`config.mk`:
```
export PLATFORM = sky130hd
export DESIGN_NAME = i2c_req_arbiter
export DESIGN_NICKNAME = d
export VERILOG_FILES = /design/src/rtl/i2c_arb_pkg.sv /design/src/rtl/rr_pick.sv /design/src/rtl/i2c_req_arbiter.sv
export SDC_FILE = /design/constraint.sdc
export NUM_CORES = 1
export LEC_CHECK = 0
export CAP_MARGIN = 25
export CELL_PAD_IN_SITES_DETAIL_PLACEMENT = 0
export CELL_PAD_IN_SITES_GLOBAL_PLACEMENT = 2
export CORE_UTILIZATION = 25
export CTS_CLUSTER_DIAMETER = 80
export DETAILED_ROUTE_END_ITERATION = 7
export GPL_TIMING_DRIVEN = 1
export PLACE_DENSITY_LB_ADDON = 0.1
export SLEW_MARGIN = 20
export SYNTH_ARGS = -nofsm -noshare
export SYNTH_HDL_FRONTEND = slang
export SYNTH_SLANG_ARGS = --single-unit
```
`constraint.sdc`:
```
create_clock -name clk_in -period 8.21 [get_ports clk_in]
set_clock_uncertainty 0.15 [all_clocks]
set_input_delay 2.0525 -clock clk_in [delete_from_list [all_inputs] [get_ports clk_in]]
set_output_delay 2.0525 -clock clk_in [all_outputs]
set_load 0.005 [all_outputs]
```
`src/rtl/i2c_arb_pkg.sv`:
```
// Package for the I2C request arbiter.
// Holds the arbiter FSM state encoding and the default address/data widths
// shared by i2c_req_arbiter and its round-robin picker.
package i2c_arb_pkg;

  localparam int unsigned ARB_ADDR_W = 7;
  localparam int unsigned ARB_DATA_W = 8;

  typedef enum logic [1:0] {
    ST_IDLE,
    ST_ISSUE,
    ST_WAIT,
    ST_RESP
  } arb_state_e;

endpackage

```
`src/rtl/rr_pick.sv`:
```
// Combinational round-robin picker.
// Ports:
//   req      in   N      request vector
//   last     in   IW     index granted most recently (search starts after it)
//   gnt      out  N      one-hot winner (all zero when no request)
//   gnt_idx  out  IW     winner index
//   any      out  1      at least one request present
module rr_pick #(
  parameter int unsigned N  = 4,
  parameter int unsigned IW = $clog2(N)
) (
  input  logic [N-1:0]  req,
  input  logic [IW-1:0] last,
  output logic [N-1:0]  gnt,
  output logic [IW-1:0] gnt_idx,
  output logic          any
);

  int unsigned k;
  logic [IW-1:0] ki;

  always_comb begin
    gnt     = '0;
    gnt_idx = '0;
    any     = 1'b0;
    k       = 0;
    ki      = '0;
    // Walk the ring starting just after last; the first hit wins, and the
    // last requester itself is checked only after every other one.
    for (int unsigned i = 1; i <= N; i++) begin
      k = int'(last) + i;
      if (k >= N) k = k - N;
      ki = IW'(k);
      if (!any && req[ki]) begin
        any     = 1'b1;
        gnt[ki] = 1'b1;
        gnt_idx = ki;
      end
    end
  end

endmodule

```
`src/rtl/i2c_req_arbiter.sv`:
```
// Shares one I2C master engine among NUM_REQ requesters with round-robin
// arbitration: accept one command, issue it, wait for completion, return the
// read byte and NACK status to the winner.
// Optional macro I2C_ARB_TIMEOUT_EN adds a WAIT-state watchdog that aborts the
// master after TIMEOUT_CYC cycles and reports an error.
// Ports:
//   clk_in, reset_in (async, active-low)
//   req_valid/req_ready/req_write/req_addr/req_data : requester command side
//   rsp_valid/rsp_data/rsp_err                       : one-cycle response
//   grant_id                                         : current owner index
//   mst_start/mst_write/mst_addr/mst_wdata/mst_abort : to the I2C master
//   mst_busy/mst_done/mst_rdata/mst_nack             : from the I2C master
module i2c_req_arbiter
  import i2c_arb_pkg::*;
#(
  parameter int unsigned NUM_REQ     = 4,
  parameter int unsigned ADDR_W      = ARB_ADDR_W,
  parameter int unsigned DATA_W      = ARB_DATA_W,
  parameter int unsigned TIMEOUT_CYC = 4096,
  localparam int unsigned IW         = $clog2(NUM_REQ)
) (
  input  logic                      clk_in,
  input  logic                      reset_in,
  input  logic [NUM_REQ-1:0]        req_valid,
  output logic [NUM_REQ-1:0]        req_ready,
  input  logic [NUM_REQ-1:0]        req_write,
  input  logic [NUM_REQ*ADDR_W-1:0] req_addr,
  input  logic [NUM_REQ*DATA_W-1:0] req_data,
  output logic [NUM_REQ-1:0]        rsp_valid,
  output logic [DATA_W-1:0]         rsp_data,
  output logic                      rsp_err,
  output logic [IW-1:0]             grant_id,
  output logic                      mst_start,
  output logic                      mst_write,
  output logic [ADDR_W-1:0]         mst_addr,
  output logic [DATA_W-1:0]         mst_wdata,
  output logic                      mst_abort,
  input  logic                      mst_busy,
  input  logic                      mst_done,
  input  logic [DATA_W-1:0]         mst_rdata,
  input  logic                      mst_nack
);

  if (NUM_REQ < 2 || NUM_REQ > 8 || TIMEOUT_CYC < 2) begin : g_param_check
    $error("i2c_req_arbiter: NUM_REQ or TIMEOUT_CYC out of range");
  end

  arb_state_e        state_q, state_d;
  logic [IW-1:0]     last_grant_q, last_grant_d;
  logic [IW-1:0]     grant_id_q, grant_id_d;
  logic              write_q, write_d;
  logic [ADDR_W-1:0] addr_q, addr_d;
  logic [DATA_W-1:0] wdata_q, wdata_d;
  logic [DATA_W-1:0] rdata_q, rdata_d;
  logic              err_q, err_d;

  logic [NUM_REQ-1:0] pick_gnt;
  logic [IW-1:0]      pick_idx;
  logic               pick_any;

`ifdef I2C_ARB_TIMEOUT_EN
  localparam int unsigned TW = $clog2(TIMEOUT_CYC);
  logic [TW-1:0] timer_q, timer_d;
`endif

  rr_pick #(
    .N  (NUM_REQ),
    .IW (IW)
  ) u_pick (
    .req     (req_valid),
    .last    (last_grant_q),
    .gnt     (pick_gnt),
    .gnt_idx (pick_idx),
    .any     (pick_any)
  );

  always_comb begin
    state_d      = state_q;
    last_grant_d = last_grant_q;
    grant_id_d   = grant_id_q;
    write_d      = write_q;
    addr_d       = addr_q;
    wdata_d      = wdata_q;
    rdata_d      = rdata_q;
    err_d        = err_q;
    req_ready    = '0;
    rsp_valid    = '0;
    rsp_data     = '0;
    rsp_err      = 1'b0;
    mst_start    = 1'b0;
    mst_abort    = 1'b0;
`ifdef I2C_ARB_TIMEOUT_EN
    timer_d      = '0;
`endif
    unique case (state_q)
      ST_IDLE: begin
        // Ready is masked while reset is held so every output reads zero.
        if (reset_in) req_ready = pick_gnt;
        if (pick_any) begin
          grant_id_d = pick_idx;
          write_d    = req_write[pick_idx];
          addr_d     = req_addr[int'(pick_idx)*ADDR_W +: ADDR_W];
          wdata_d    = req_data[int'(pick_idx)*DATA_W +: DATA_W];
          state_d    = ST_ISSUE;
        end
      end
      ST_ISSUE: begin
        if (!mst_busy) begin
          mst_start = 1'b1;
          state_d   = ST_WAIT;
        end
      end
      ST_WAIT: begin
        if (mst_done) begin
          rdata_d = write_q ? '0 : mst_rdata;
          err_d   = mst_nack;
          state_d = ST_RESP;
        end
`ifdef I2C_ARB_TIMEOUT_EN
        else if (timer_q == TW'(TIMEOUT_CYC - 1)) begin
          mst_abort = 1'b1;
          rdata_d   = '0;
          err_d     = 1'b1;
          state_d   = ST_RESP;
        end else begin
          timer_d = timer_q + 1'b1;
        end
`endif
      end
      ST_RESP: begin
        rsp_valid[grant_id_q] = 1'b1;
        rsp_data              = rdata_q;
        rsp_err               = err_q;
        last_grant_d          = grant_id_q;
        state_d               = ST_IDLE;
      end
      default: state_d = ST_IDLE;
    endcase
  end

  always_ff @(posedge clk_in or negedge reset_in) begin
    if (!reset_in) begin
      state_q      <= ST_IDLE;
      last_grant_q <= IW'(NUM_REQ - 1);
      grant_id_q   <= '0;
      write_q      <= 1'b0;
      addr_q       <= '0;
      wdata_q      <= '0;
      rdata_q      <= '0;
      err_q        <= 1'b0;
`ifdef I2C_ARB_TIMEOUT_EN
      timer_q      <= '0;
`endif
    end else begin
      state_q      <= state_d;
      last_grant_q <= last_grant_d;
      grant_id_q   <= grant_id_d;
      write_q      <= write_d;
      addr_q       <= addr_d;
      wdata_q      <= wdata_d;
      rdata_q      <= rdata_d;
      err_q        <= err_d;
`ifdef I2C_ARB_TIMEOUT_EN
      timer_q      <= timer_d;
`endif
    end
  end

  assign grant_id  = grant_id_q;
  assign mst_write = write_q;
  assign mst_addr  = addr_q;
  assign mst_wdata = wdata_q;

endmodule

```
After elaboration in Yosys (flattened, before gate mapping)

Index checks and enable logic that the tools add are counted.

Flip-flop bits (word level): 31
Bits of input ports: 81
Output and inout bits: 37
Logic and storage cells: 106

Add/sub/neg operators: 8
$mul: 1
Order comparisons: 15
Equal/unequal tests: 6
Shift operators: 2
Mux-type cells: 48
Bitwise logic cells: 3
Reduce and logical (&&, ||, !) cells: 15

Operators with widths:

| cell                                                                          | number |
|---|---|
| 32-bit by 6-bit variable part select with 8-bit output                        | 1 |
| 4-bit two-way mux                                                             | 7 |
| 28-bit by 6-bit variable part select with 7-bit output                        | 1 |
| 2-bit two-way mux                                                             | 11 |
| 2-bit by 3-bit less-than comparator with 1-bit output (second input constant) | 6 |
| 1-bit two-way mux                                                             | 17 |
| 8-bit two-way mux                                                             | 2 |
| 4-bit OR                                                                      | 3 |
| 1-bit binary-select mux with 2-bit select                                     | 5 |
| 1-bit demux with 2-bit select                                                 | 5 |
| 2-bit by 1-bit >= comparator with 1-bit output (second input constant)        | 5 |
| 3-bit >= comparator (second input constant)                                   | 3 |
| 1-bit logical AND                                                             | 8 |
| 2-bit case mux with 4 select lines                                            | 1 |
| 2-bit by 1-bit subtractor with 2-bit output (second input constant)           | 4 |
| 2-bit by 2-bit adder with 3-bit output (second input constant)                | 2 |
| 2-bit inequality test (second input constant)                                 | 3 |
| 2-bit by 3-bit multiplier with 5-bit output (second input constant)           | 1 |
| 2-bit by 3-bit adder with 4-bit output (second input constant)                | 1 |
| 2-bit equality test (second input constant)                                   | 2 |
| 4-bit by 3-bit >= comparator with 1-bit output (second input constant)        | 1 |
| 2-bit AND reduction                                                           | 2 |
| 2-bit by 1-bit adder with 3-bit output (second input constant)                | 1 |
| 1-bit logical NOT                                                             | 3 |
| 3 further kinds                                                               | 3 |

Longest topological paths before layout

Gate-level depths: netlist (run 1).

Depth after elaboration: 17
Mapped depth: 12
Depth with buffers taken out: 8

Cells and area by module

From an unflattened synthesis (run 1), not the netlist that was laid out.

Cells, all modules: 243
Area total of the unflattened synthesis: 2,312.2 µm²

By module, submodules not included:

| module          | times used | cells an instance | area an instance (µm²) | sequential area each (µm²) |
|---|---|---|---|---|
| i2c_req_arbiter | 1          | 175               | 1,786.7                | 778.2 |
| rr_pick         | 1          | 68                | 525.5                  | 0.0 |

Least setup slack after synthesis (run 1)

OpenSTA, ideal clock, no wires.

Path kind: input -> output
From: in req_valid[1]
To: out req_ready[0]
Arrival time: 3.176 ns
Required time: 6.008 ns
Slack: 2.832 ns
Stages on the path: 5
Path buffers: 0
Cell sequence: mux4_2 > nor2_1 > a22oi_1 > o21ai_1 > nor2b_1

Word-level cells in the longest chain between the ends: 14
Elaborated cells on any way between the ends: 26
Classes of those cells: mux (17); bitwise (3); reduce/logical (6)

RTL lines:

| element                                   | line                  | source |
|---|---|---|
| start: declaration                        | i2c_req_arbiter.sv:24 | `input logic [NUM_REQ-1:0] req_valid,` |
| 1-bit binary-select mux with 2-bit select | rr_pick.sv:34         | `if (!any && req[ki]) begin` |
| 1-bit two-way mux (implied by the code)   | rr_pick.sv:34         |  |
| 1-bit two-way mux                         | rr_pick.sv:34         |  |
| 1-bit logical NOT                         | rr_pick.sv:34         |  |
| 1-bit logical AND                         | rr_pick.sv:34         |  |
| 1-bit two-way mux                         | rr_pick.sv:34         |  |
| 1-bit logical NOT                         | rr_pick.sv:34         |  |
| 1-bit logical AND                         | rr_pick.sv:34         |  |
| 1-bit two-way mux                         | rr_pick.sv:34         |  |
| 1-bit logical NOT                         | rr_pick.sv:34         |  |
| 1-bit logical AND                         | rr_pick.sv:34         |  |
| 4-bit two-way mux *                       | rr_pick.sv:34         |  |
| 4-bit two-way mux *                       | i2c_req_arbiter.sv:98 | `if (reset_in) req_ready = pick_gnt;` |
| 4-bit two-way mux *                       | i2c_req_arbiter.sv:95 | `unique case (state_q)` |
| end: declaration                          | i2c_req_arbiter.sv:25 | `output logic [NUM_REQ-1:0] req_ready,` |

Every way passes the cells marked *; elsewhere a longest branch is shown, timed or not. The select of a mux whose other input is x is not followed.

Final worst setup path (run 1)

From: in req_valid[3]
To: out req_ready[3]

Same word-level chain as after synthesis.

==> out/qor.csv, run 1 <==
metric;value;unit
outcome;completed;
worst_setup_path_end_kind;primary output;
finalSetupViolCount;0;
hold_viol_final;0;
yosys_warnings;0;
vias_per_cell;4.82;
critical_path_class;input port to primary output;
synth_top_cell_area_share;0.308;
drive_above_1_share;0.0891;
leakage;1.50;nW
first_pass_iters;4;
power;1.13;mW
ant_nets;0;
drc;0;
hold_buffers;0;
wl_per_cell;14.9;um
worst_pin_slew;0.986;ns
grt_max_degree;33;
instances_no_fill;470;
p_seq_frac;0.263;
gr-total-overflow;0;
cts.clk_slew.worst_paths;0.07;ns
syn_avg_cell_area;9.52;um2
pwr-share-comb;0.618;
min_from;rdata_q[1]$_DFFE_PN0P_;
synth_area_leaders;dfrtp_1 31%, mux2i_1 7.6%, ha_1 6.4%, o211ai_1 6.4%, o211ai_2 5.3%;
place_inst;462;
hold_ws;0.322;ns
cts_buffer_depth;2;
synthDistinctLibCells;44;
reg2reg_slack;4.09;ns
cts_resized;0;
clock_power_share;0.119;
antenna_cells;0;
setup_slack;1.55;ns
p_sw_frac;0.420;
place_congestion;0.713;
synth_top_area_cell;dfrtp_1;
wl;6.98;mm
pre_cts_slack;1.56;ns
core;9200;um2
cts_sinks;31;
hpwlAfterDp;5.21;mm
die_w;99.2;um
cp-start-kind;input port;
antenna_found_initial;0;
regToRegStartpoint;last_grant_q[0]$_DFFE_PN1P_;
final.setup.tns;0;ns
internal_power;0.656;mW
maxSlewViolCount;0;
yosysSeqAreaShare;0.330;
io_pins;118;
fin_crit_sh;0.811;
drt_iter0_markers;144;
cts_tree;done;
worstHoldPathType;flop to flop;
syn-num-nets;341;
switchingPower;0.475;mW
relSlewSlack;0.342;
final_nets;451;
r2r_cells;8;
fmax;150;MHz
cp.required;6.01;ns
via_count;2265;
grt_pass1_vias;2170;
ir_worst_vdd;0.000123;V
cap_violations;0;
cp_max_fo;12;
worst_skew_pair.late_latency;0.28;ns
worstReg2RegEnd;mst_addr[6]$_DFFE_PN0P_;
cp.arrival;4.46;ns
ys_async_sr_fraction;1.00;
synth_seq_cells;31;
grt_use_total;0.147;
start_util;0.257;
finalCriticalPeriod;6.66;ns
htree_num_levels;2;
die_y;99.2;um
synth_cells;248;
fp-row-count;35;
cts_root_buffer;clkbuf_8;
grt_pass1_wl;11.3;mm
rsz0062_at_grt;false;
powerDensity;307;nW/um2
holdPathStages;2;
cts_made_buffers;5;
synth_top_flop_cell;dfrtp_1;
dieArea;9830;um2
netlist_area;2360;um2
syn_to_final_growth;56.4;%
cts_setup_buffers;0;
synth-edff-count;0;
io_buffers;116;
min_delay_worst_endpoint;rdata_q[1]$_DFFE_PN0P_;
power groups by stage:
stage,Clock [mW],Combinational (mW),Sequential (mW)
6_report,0.135,0.698,0.298
2_1_floorplan,0,0.456,0.286
3_3_place_gp,0,0.710,0.301
4_1_cts,0.140,0.712,0.300
5_1_grt,0.148,0.781,0.313
3_5_place_dp,0,0.712,0.301
cell type report:
cell class | instances | area (um2)
clock buffer | 7 | 96.3
multi-input combinational | 196 | 1480
timing repair buffer | 118 | 1170
sequential | 31 | 778
inverter | 6 | 22.5
fill | 930 | 5510
clock inverter | 1 | 7.51
tap | 111 | 139
worst max-delay path by stage:
| stage | startpoint | to | slack [ns] | cells after the start |
|---|---|---|---|---|
| finish | req_valid[3] | req_ready[3] | 1.55 | 8 |
| global route | req_valid[3] | req_ready[2] | 1.34 | 7 |
| CTS | req_valid[3] | req_ready[2] | 1.56 | 8 |
| detailed placement | req_valid[3] | req_ready[2] | 1.56 | 8 |
| global placement | req_valid[3] | req_ready[3] | 1.61 | 8 |
| floorplan | req_valid[1] | req_ready[0] | 2.83 | 5 |
synthesized netlist by cell type, types with 2 or more instances:
cell type,count
o21ai_0,12
a211oi_1,2
o21bai_1,15
mux4_2,4
nor2_1,10
and2_1,9
mux2i_1,18
nor2b_1,6
clkbuf_1,9
nand2b_1,10
or2_1,2
dfstp_2,2
o211ai_1,20
ha_1,12
dfrtp_1,29
o211ai_2,10
a22oi_1,8
o21ai_1,5
a21oi_1,2
nand2_1,31
buf_6,4
and3_1,2
inv_1,5
routing by layer:
layer,share of wire,global-route usage,vias to the layer above
met5,0,0,-
met4,0.0069,0.0373,0
met3,0.079,0.0457,5
met2,0.47,0.239,83
met1,0.44,0.189,1049
li1,-,-,1128
worst max-delay path: stages:
cell             delay [ns]
clkdlybuf4s50_1        0.54
mux4_2                 0.66
nor2_1                 0.13
and3_1                 0.25
a22oi_1                0.08
o21ai_1                0.08
nor2b_1                0.15
clkdlybuf4s50_1        0.51
through the flow:
| step | util | cell area, um2 |
|---|---|---|
| 4_1_cts | 0.401 | 3690 |
| 6_report | 0.401 | 3690 |
| 3_3_place_gp | 0.390 | 3590 |
| 3_5_place_dp | 0.390 | 3590 |
| 2_1_floorplan | - | 2360 |
| 5_1_grt | 0.401 | 3690 |
state kept, by name (all words and copies together) (netlist names):
signal / cells
err_q: 1
last_grant_q: 2
rdata_q: 8
state_q: 2
grant_id: 2
mst_addr: 7
mst_wdata: 8
mst_write: 1
kinds of logic (layout without fill, tap and decap cells):
group / count (synthesis) / in the layout / share of synthesized area
other: 1 / 1 / 0.00159
and+or+nand+nor: 78 / 78 / 0.174
adders and majority gates: 12 / 12 / 0.0636
AOI/OAI and AO/OA: 82 / 82 / 0.264
muxes: 23 / 23 / 0.119
buffers and inverters: 21 / 132 / 0.0482
DFF: 31 / 31 / 0.330
layout by cell type (no fill, tap or decap), drive strengths merged, types with 2 or more instances in the layout:
master / netlist / final
clkdlybuf4s50: 0 / 115
nand2: 31 / 31
o211ai: 30 / 30
dfrtp: 29 / 29
mux2i: 18 / 18
o21ai: 17 / 17
o21bai: 15 / 15
ha: 12 / 12
nor2: 12 / 12
nand2b: 10 / 10
and2: 9 / 9
a22oi: 8 / 8
clkbuf: 9 / 7
nor2b: 7 / 7
inv: 5 / 5
mux4: 4 / 4
buf: 6 / 3
and3: 2 / 2
a211oi: 2 / 2
or2: 2 / 2
a21oi: 2 / 2
dfstp: 2 / 2
Note: power is estimated with default switching activity, not from simulation.
==> run 2, diff against run 1 <==
--- a/config.mk
+++ b/config.mk
@@ -8,7 +8,7 @@
 export CAP_MARGIN = 25
 export CELL_PAD_IN_SITES_DETAIL_PLACEMENT = 0
 export CELL_PAD_IN_SITES_GLOBAL_PLACEMENT = 2
-export CORE_UTILIZATION = 25
+export CORE_UTILIZATION = 21
 export CTS_CLUSTER_DIAMETER = 80
 export DETAILED_ROUTE_END_ITERATION = 7
 export GPL_TIMING_DRIVEN = 1
==> constraint.sdc (replaced) <==
create_clock -name clk_in -period 5.5 [get_ports clk_in]
set_clock_uncertainty 0.15 [all_clocks]
set_input_delay 1.375 -clock clk_in [delete_from_list [all_inputs] [get_ports clk_in]]
set_output_delay 1.375 -clock clk_in [all_outputs]
set_load 0.005 [all_outputs]
==> run 2 against run 1 <==
Net effect: largest power group unchanged; critical path type unchanged; sequential power up 51%; via count decreased by 1.8%; combinational power increased by 52%; count of clock-buffer cells in the layout stayed put; sequential share of layout area shrank 0.37 points; routed wire length increased by 8.0%; worst hold slack is essentially flat.
==> out/qor.csv, run 2 (same netlist as run 1, synthesis figures left out) <==
metric;value;unit;change
outcome;completed;;unchanged
drt_iter0_markers;58;;was 144
finish.utilization;0.345;;was 0.401
cts_root_buffer;clkbuf_8;;unchanged
grt_max_degree;32;;was 33
start_util;0.217;;was 0.257
finalCriticalPeriod;5.27;ns;
crit_top_cell;clkdlybuf4s50_1;;unchanged
drc;0;;unchanged
worstHoldPathType;flop to flop;;unchanged
powerDensity;457;nW/um2;was 307 nW/um2
antenna_found_initial;0;;unchanged
gr-total-overflow;0;;unchanged
critical_path_class;input port to primary output;;unchanged
grtUsageMet3;0.0452;;was 0.0457
cts_buffer_depth;2;;unchanged
cts_resized;0;;unchanged
vias_per_cell;4.42;;was 4.82
grt_use_total;0.133;;was 0.147
grt_most_used_layer;met2;;unchanged
final_cell_area;3760;um2;was 3690 um2
startpoint;req_valid[1];;was req_valid[3]
ir_worst_vdd;0.000131;V;was 0.000123 V
setup_slack;0.226;ns;was 1.55 ns
htree_num_levels;2;;unchanged
dieArea;11700;um2;was 9830 um2
worst_pin_slew;0.971;ns;was 0.986 ns
finalSetupViolCount;0;;unchanged
hold_buffers;0;;unchanged
cp_max_fo;9;;was 12
pre_cts_slack;0.240;ns;was 1.56 ns
reg2reg_slack;1.57;ns;was 4.09 ns
mostFrequentLayoutCells;115 x clkdlybuf4s50_1, 31 x nand2_1, 29 x dfrtp_1;;unchanged
final_nets;455;;was 451
core;10900;um2;was 9200 um2
fillCellCount;1128;;was 930
drive_above_1_share;0.0992;;was 0.0891
worstReg2RegEnd;mst_write$_DFFE_PN0P_;;was mst_addr[6]$_DFFE_PN0P_
met2_usage;0.212;;was 0.239
fin_crit_sh;0.959;;
cts.clk_slew.worst_paths;0.07;ns;about the same
first_pass_iters;4;;unchanged
place_inst;495;;was 462
cts_sinks;31;;unchanged
via_count;2225;;was 2265
cp-start-kind;input port;;unchanged
regToRegStartpoint;last_grant_q[0]$_DFFE_PN1P_;;unchanged
path_cells;clkdlybuf4s50_1, mux4_2, nor2_1, a22oi_1, o21ai_1, nor2b_1, clkdlybuf4s50_1;;was clkdlybuf4s50_1, mux4_2, nor2_1, and3_1, a22oi_1, o21ai_1, nor2b_1, clkdlybuf4s50_1
cp.arrival;3.75;ns;was 4.46 ns
slowest_stage;mux4_2;;unchanged
hpwlAfterDp;5.64;mm;was 5.21 mm
syn_to_final_growth;59.2;%;was 56.4%
wl_per_cell;15.0;um;was 14.9 um
antenna_cells;0;;unchanged
maxSlewViolCount;0;;unchanged
worst_skew_pair.late_latency;0.28;ns;about the same
power;1.72;mW;was 1.13 mW
grt_pass1_vias;2223;;was 2170
instances_no_fill;503;;was 470
endpoint;req_ready[0];;was req_ready[3]
hold_ws;0.321;ns;was 0.322 ns
final.setup.tns;0;ns;unchanged
relSlewSlack;0.352;;was 0.342
fmax;190;MHz;
final_common_cell;clkdlybuf4s50_1;;unchanged
io_pins;118;;unchanged
wl;7.54;mm;was 6.98 mm
placed_area;3650;um2;was 3590 um2
die_w;108;um;was 99.2 um
r2r_cells;9;;was 8
grt_pass1_wl;11.7;mm;was 11.3 mm
worst_setup_path_end_kind;primary output;;unchanged
fp-row-count;38;;was 35
cp.required;3.97;ns;was 6.01 ns
grt.met1_usage;0.171;;was 0.189
critPathMaxStageDelay;0.61;ns;was 0.66 ns
rsz0062_at_grt;false;;unchanged
ant_nets;0;;unchanged
cap_violations;0;;unchanged
die_y;108;um;was 99.2 um
hold_viol_final;0;;unchanged
leakage;1.52;nW;was 1.50 nW
cts_tree;done;;unchanged
place_congestion;0.746;;was 0.713
io_buffers;116;;unchanged
cts_setup_buffers;0;;unchanged
cts_made_buffers;5;;unchanged
-- run 2: changes by cell type in the layout (fill, tap and decap cells not counted), sizes merged --
cell,previous run,this run
buf,3,7
-- run 2: metal layers --
layer	vias to the layer above	routed length, um
met5	-	0
met4	0	66
met3	5	649
met2	83	3370
met1	1005	3450
li1	1132	-
-- run 2: how the worst min path moves through the flow --
stage	from	endpoint	cells past startpoint
final	rdata_q[4]$_DFFE_PN0P_	rdata_q[4]$_DFFE_PN0P_	2
after global routing	rdata_q[4]$_DFFE_PN0P_	rdata_q[4]$_DFFE_PN0P_	2
after CTS	rdata_q[4]$_DFFE_PN0P_	rdata_q[4]$_DFFE_PN0P_	2
after detailed placement	rdata_q[4]$_DFFE_PN0P_	rdata_q[4]$_DFFE_PN0P_	2
after global placement	rdata_q[2]$_DFFE_PN0P_	rdata_q[2]$_DFFE_PN0P_	2
after floorplan	rdata_q[0]$_DFFE_PN0P_	rdata_q[0]$_DFFE_PN0P_	2
-- run 2: power breakdown --
group | switching [mW] | internal [mW]
logic | 0.527 | 0.529
registers | 0.101 | 0.350
clock network | 0.0947 | 0.114
total | 0.723 | 0.993
-- run 2: area by class of cell --
class / instances / area [um2] / area share
Clock inverter: 1 / 7.51 / 0.00200
Inverter: 6 / 22.5 / 0.00600
Sequential cell: 31 / 778 / 0.207
Timing Repair Buffer: 122 / 1200 / 0.320
Multi-Input combinational cell: 196 / 1480 / 0.393
Clock buffer: 7 / 96.3 / 0.0256
Tap cell: 140 / 175 / 0.0466
-- run 2: worst max-delay path: cells and delay by family --
family / cells / cell delay (ns)
compound gates: 2 / 0.24
buf+inv: 2 / 1.04
mux: 1 / 0.61
simple gates: 2 / 0.47
==> run 3, diff against run 2 <==
--- a/config.mk
+++ b/config.mk
@@ -8,7 +8,7 @@
 export CAP_MARGIN = 25
 export CELL_PAD_IN_SITES_DETAIL_PLACEMENT = 0
 export CELL_PAD_IN_SITES_GLOBAL_PLACEMENT = 2
-export CORE_UTILIZATION = 21
+export CORE_UTILIZATION = 23
 export CTS_CLUSTER_DIAMETER = 80
 export DETAILED_ROUTE_END_ITERATION = 7
 export GPL_TIMING_DRIVEN = 1
==> constraint.sdc (replaced) <==
create_clock -name clk_in -period 5.6 [get_ports clk_in]
set_clock_uncertainty 0.15 [all_clocks]
set_input_delay 1.4 -clock clk_in [delete_from_list [all_inputs] [get_ports clk_in]]
set_output_delay 1.4 -clock clk_in [all_outputs]
set_load 0.005 [all_outputs]
==> run 3 against run 2 <==
Net effect: critical path depth did not move; total power shrank 0.10%; cell area is 0.13% higher; highest routed layer unchanged; largest cell class unchanged; count of clock-buffer cells in the layout fell by 1; utilization grew 3.6 points; critical endpoint unchanged.
==> out/qor.csv, run 3 (same netlist as run 1, synthesis figures left out) <==
metric;value;unit;change
outcome;completed;;unchanged
final_cell_area;3760;um2;about the same
worst_setup_path_end_kind;primary output;;unchanged
core;9860;um2;was 10900 um2
cts_tree;done;;unchanged
powerDensity;456;nW/um2;was 457 nW/um2
syn_to_final_growth;59.4;%;was 59.2%
cts_setup_buffers;0;;unchanged
hold_viol_final;0;;unchanged
grt_max_degree;32;;unchanged
relSlewSlack;0.356;;was 0.352
placed_area;3640;um2;was 3650 um2
instances_no_fill;496;;was 503
wl;7.29;mm;was 7.54 mm
cts_root_buffer;clkbuf_8;;unchanged
grt_use_total;0.141;;was 0.133
fmax;188;MHz;
pwr-share-comb;0.606;;was 0.616
cts_made_buffers;5;;unchanged
drc;0;;unchanged
hpwlAfterDp;5.41;mm;was 5.64 mm
drt_iter0_markers;102;;was 58
cp_max_fo;9;;unchanged
htree_num_levels;2;;unchanged
grt_pass1_wl;11.4;mm;was 11.7 mm
start_util;0.239;;was 0.217
io_pins;118;;unchanged
die_y;103;um;was 108 um
ir_worst_vdd;0.000160;V;was 0.000131 V
antenna_cells;0;;unchanged
cp.arrival;3.77;ns;was 3.75 ns
cp.required;4.05;ns;was 3.97 ns
place_congestion;0.711;;was 0.746
cts_buffer_depth;2;;unchanged
dieArea;10700;um2;was 11700 um2
cts_sinks;31;;unchanged
cap_violations;0;;unchanged
vias_per_cell;4.56;;was 4.42
cp-start-kind;input port;;unchanged
drive_above_1_share;0.0992;;unchanged
final_common_cell;clkdlybuf4s50_1;;unchanged
clock_power_share;0.137;;was 0.122
first_pass_iters;4;;unchanged
ant_nets;0;;unchanged
worst_skew_pair.late_latency;0.28;ns;about the same
cts_resized;0;;unchanged
fp-row-count;36;;was 38
gr-total-overflow;0;;unchanged
hold_buffers;0;;unchanged
worstHoldPathType;flop to flop;;unchanged
wl_per_cell;14.7;um;was 15.0 um
rsz0062_at_grt;false;;unchanged
via_count;2260;;was 2225
p_sw_frac;0.412;;was 0.421
switchingPower;0.706;mW;was 0.723 mW
finalCriticalPeriod;5.32;ns;
p_seq_frac;0.257;;was 0.262
place_inst;488;;was 495
leakage;1.53;nW;was 1.52 nW
final.setup.tns;0;ns;unchanged
fin_crit_sh;0.950;;
critical_path_class;input port to primary output;;unchanged
final_nets;455;;unchanged
antenna_found_initial;0;;unchanged
cts.clk_slew.worst_paths;0.07;ns;about the same
maxSlewViolCount;0;;unchanged
die_w;103;um;was 108 um
internal_power;1.01;mW;was 0.993 mW
grt_pass1_vias;2157;;was 2223
io_buffers;116;;unchanged
finalSetupViolCount;0;;unchanged
mostFrequentLayoutCells;115 x clkdlybuf4s50_1, 31 x nand2_1, 29 x dfrtp_1;;unchanged
worst_pin_slew;0.965;ns;was 0.971 ns
-- run 3: cell count changes in the layout (fill, tap and decap cells not counted) --
cell and change:
bufinv_16 +1, clkbuf_8 -1, clkinv_2 +1, clkinvlp_4 -1
-- run 3: worst max-delay path, stage by stage --
cell and delay, ns:
clkdlybuf4s50_1 0.53, mux4_2 0.60, nor2_1 0.34, a22oi_1 0.12
o21ai_1 0.14, nor2b_1 0.14, clkdlybuf4s50_1 0.51
-- run 3: per-layer routing --
layer / wire length [um] / vias up / track usage
met5: 0 / - / 0
met4: 51 / 0 / 0.0314
met3: 480 / 4 / 0.0410
met2: 3470 / 76 / 0.243
met1: 3300 / 1051 / 0.176
li1: - / 1129 / -
-- run 3: per-stage QoR --
step	utilization	worst slack [ns]	power [mW]	hold slack, ns
floorplan	-	1.53	1.09	0.292
global placement	0.369	0.310	1.50	0.304
detailed placement	0.369	0.270	1.51	0.315
CTS	0.381	0.267	1.75	0.331
global route	0.381	0.0861	1.89	0.347
finish	0.381	0.280	1.71	0.324
-- run 3: path summary, 6_finish.rpt --
path,from,endpoint,slack (ns),cells past startpoint
setup / recovery,req_valid[1],req_ready[0],0.28,7
hold / removal,rdata_q[4]$_DFFE_PN0P_,rdata_q[4]$_DFFE_PN0P_,0.32,2
setup reg to reg,last_grant_q[0]$_DFFE_PN1P_,mst_addr[6]$_DFFE_PN0P_,1.66,9
hold reg to reg,rdata_q[4]$_DFFE_PN0P_,rdata_q[4]$_DFFE_PN0P_,0.32,2
max in group asynchronous,reset_in,last_grant_q[0]$_DFFE_PN1P_,3.95,2
min in group asynchronous,reset_in,state_q[0]$_DFFE_PN0P_,1.01,2
-- run 3: cell type report --
| type | instances | area (um2) |
|---|---|---|
| clock buffer | 6 | 82.6 |
| clock inverter | 2 | 35.0 |
| fill | 1037 | 6100 |
| inverter | 6 | 22.5 |
| multi-input combinational | 196 | 1480 |
| sequential | 31 | 778 |
| tap | 133 | 166 |
| timing repair buffer | 122 | 1200 |
-- run 3: power groups by stage --
stage | logic, mW | registers (mW) | clock network, mW
after floorplan | 0.669 | 0.419 | 0
after detailed placement | 1.06 | 0.446 | 0
after CTS | 1.06 | 0.443 | 0.244
after global placement | 1.06 | 0.444 | 0
after global routing | 1.17 | 0.461 | 0.251
final | 1.04 | 0.440 | 0.235
==> RTL edit (flow settings as in run 2) <==
Encoding of `arb_state_e`: now one-hot (4 bits for 4 states).
--- a/src/rtl/i2c_arb_pkg.sv
+++ b/src/rtl/i2c_arb_pkg.sv
@@ -8,7 +8,7 @@
 
-  typedef enum logic [1:0] {
-    ST_IDLE,
-    ST_ISSUE,
-    ST_WAIT,
-    ST_RESP
+  typedef enum logic [3:0] {
+    ST_IDLE  = 4'b0001,
+    ST_ISSUE = 4'b0010,
+    ST_WAIT  = 4'b0100,
+    ST_RESP  = 4'b1000
   } arb_state_e;
Function: same outputs for any inputs over 10 cycles, from zero or initial values and one cycle with reset_in low; not proved beyond that.
==> RTL edit against run 2 <==
Global-route usage decreased by 0.36 points. Non-clock buffer count increased by 1. Setup slack got worse by 54 ps. Critical path type unchanged. Synthesized area increased by 3.3%. Routed wire length increased by 2.5%. Sequential cell count increased by 2. Highest routed layer unchanged. Via count increased by 4.4%. Total power decreased by 6.3%. Design area increased by 2.1%. Critical path depth unchanged. Synthesized cell count increased by 2.0%. Combinational power decreased by 15%. Largest power group unchanged.
==> RTL edit: results (changes against run 2) <==
Register Area=830 um2 (was 778 um2); fraction of synthesized area in multiplexers=15.1% (was 11.9%); comb_multi_in=198 (was 196); slowest CP cell=mux4_1 (was mux4_2); min-delay src=rdata_q[5]$_DFFE_PN0P_ (was rdata_q[4]$_DFFE_PN0P_); Int Pwr=0.000982 W (was 0.000993 W); Vias=2,323 (was 2,225); Placement Cell Area=3700 um2 (was 3650 um2); routing usage on met2=20.6% (was 21.2%); M1 GR Usage=18.1% (was 17.1%); clock power share=16.5% (was 12.2%); Root Buffer=clkbuf_16 (was clkbuf_8); first-pass GRT wire length=12,000 um (was 11,700 um); GR Util met3=2.90% (was 4.52%); post-synthesis sequential area ratio=34.0% (was 33.0%); nonclk inv count=4 (was 6); Syn Area/Cell=9.63 um2 (was 9.52 um2); sequential share of power=27.3% (was 26.2%); largest net degree at the start of global routing=34 (was 32); GPL Wtd Cong=0.780 (was 0.746); main combinational cell family by area after synthesis=simple AND/OR/NAND/NOR gates (was compound AO/OA/AOI/OAI gates); Synth cell types=46 (was 44); post-synthesis compound-gate area fraction=16.7% (was 26.4%); DR vias/cell=4.59 (was 4.42); actual slew at the worst max-slew pin=695 ps (was 971 ps); status=finished, final reports clean (unchanged); DIE WIDTH=110 um (was 108 um); sequential group power=0.000440 W (was 0.000450 W); DP Cell Count=498 (was 495); CP Max Fanout=9 (unchanged); synthesized netlist net count=342 (was 341); Total GRT Usage=12.9% (was 13.3%); Fillers=1,151 (was 1,128); FF-to-FF path depth=10 (was 9); Post-Place Worst Slack=56.3 ps (was 240 ps); Largest stage delay, worst path=560 ps (was 610 ps); synth-to-layout area growth=57.3% (was 59.2%); CTS sink cnt=33 (was 31); Clock transition at path regs=50 ps (was 70 ps); CP Launch Point=req_valid[3] (was req_valid[1]); clk_buf instances=6 (was 7); non-clock buffer count=123 (was 122); WP data arrival=3800 ps (was 3750 ps); Final HPWL DP=5700 um (was 5640 um); Nets=454 (was 455); initial antenna violation count=0 (unchanged); Layout clock area frac=3.62% (was 2.76%); Peak VDD IR=0.000178 V (was 0.000131 V); Data buffer area share=31.9% (was 32.0%); multi-input logic area=1450 um2 (was 1480 um2); Lkg Pwr=1.56 nW (was 1.52 nW); synth top area cells=dfrtp_1 (31%), mux2i_1 (11%), nand2_1 (4.9%) (was dfrtp_1 (31%), mux2i_1 (7.6%), ha_1 (6.4%)); DR WL/cell=15.3 um (was 15.0 um); top post-synthesis cells by count=nand2_1 (32), dfrtp_1 (30), mux2i_1 (27) (was nand2_1 (31), dfrtp_1 (29), o211ai_1 (20)); worst r2r src=last_grant_q[0]$_DFFE_PN1N_ (was last_grant_q[0]$_DFFE_PN1P_); adder-cell share of the synthesized area=4.11% (was 6.36%); layout cells sized above 1=10.1% (was 9.92%); First DRT Iteration DRCs=81 (was 58)
[RTL edit: changes by cell type after synthesis, moves of 6 or more]
| cell | change |
|---|---|
| o211ai_2 | -10 |
| o21bai_1 | -14 |
| nor3b_1 | +8 |
| o211ai_1 | -20 |
| mux2i_1 | +9 |
| a211oi_2 | +6 |
| nor2_1 | +13 |
| o221ai_1 | +11 |
[RTL edit: per-layer routing]
metal,wire length [um],up-vias
met5,0,-
li1,-,1149
met4,23,0
met2,3310,94
met3,616,2
met1,3780,1078
[RTL edit: final timing paths]
path	endpoint	slack [ps]
setup / recovery	req_ready[1]	170
hold / removal	rdata_q[5]$_DFFE_PN0P_	320
setup reg to reg	mst_addr[2]$_DFFE_PN0P_	1490
hold reg to reg	rdata_q[5]$_DFFE_PN0P_	320
max in group asynchronous	last_grant_q[0]$_DFFE_PN1N_	3820
min in group asynchronous	mst_wdata[3]$_DFFE_PN0P_	1030
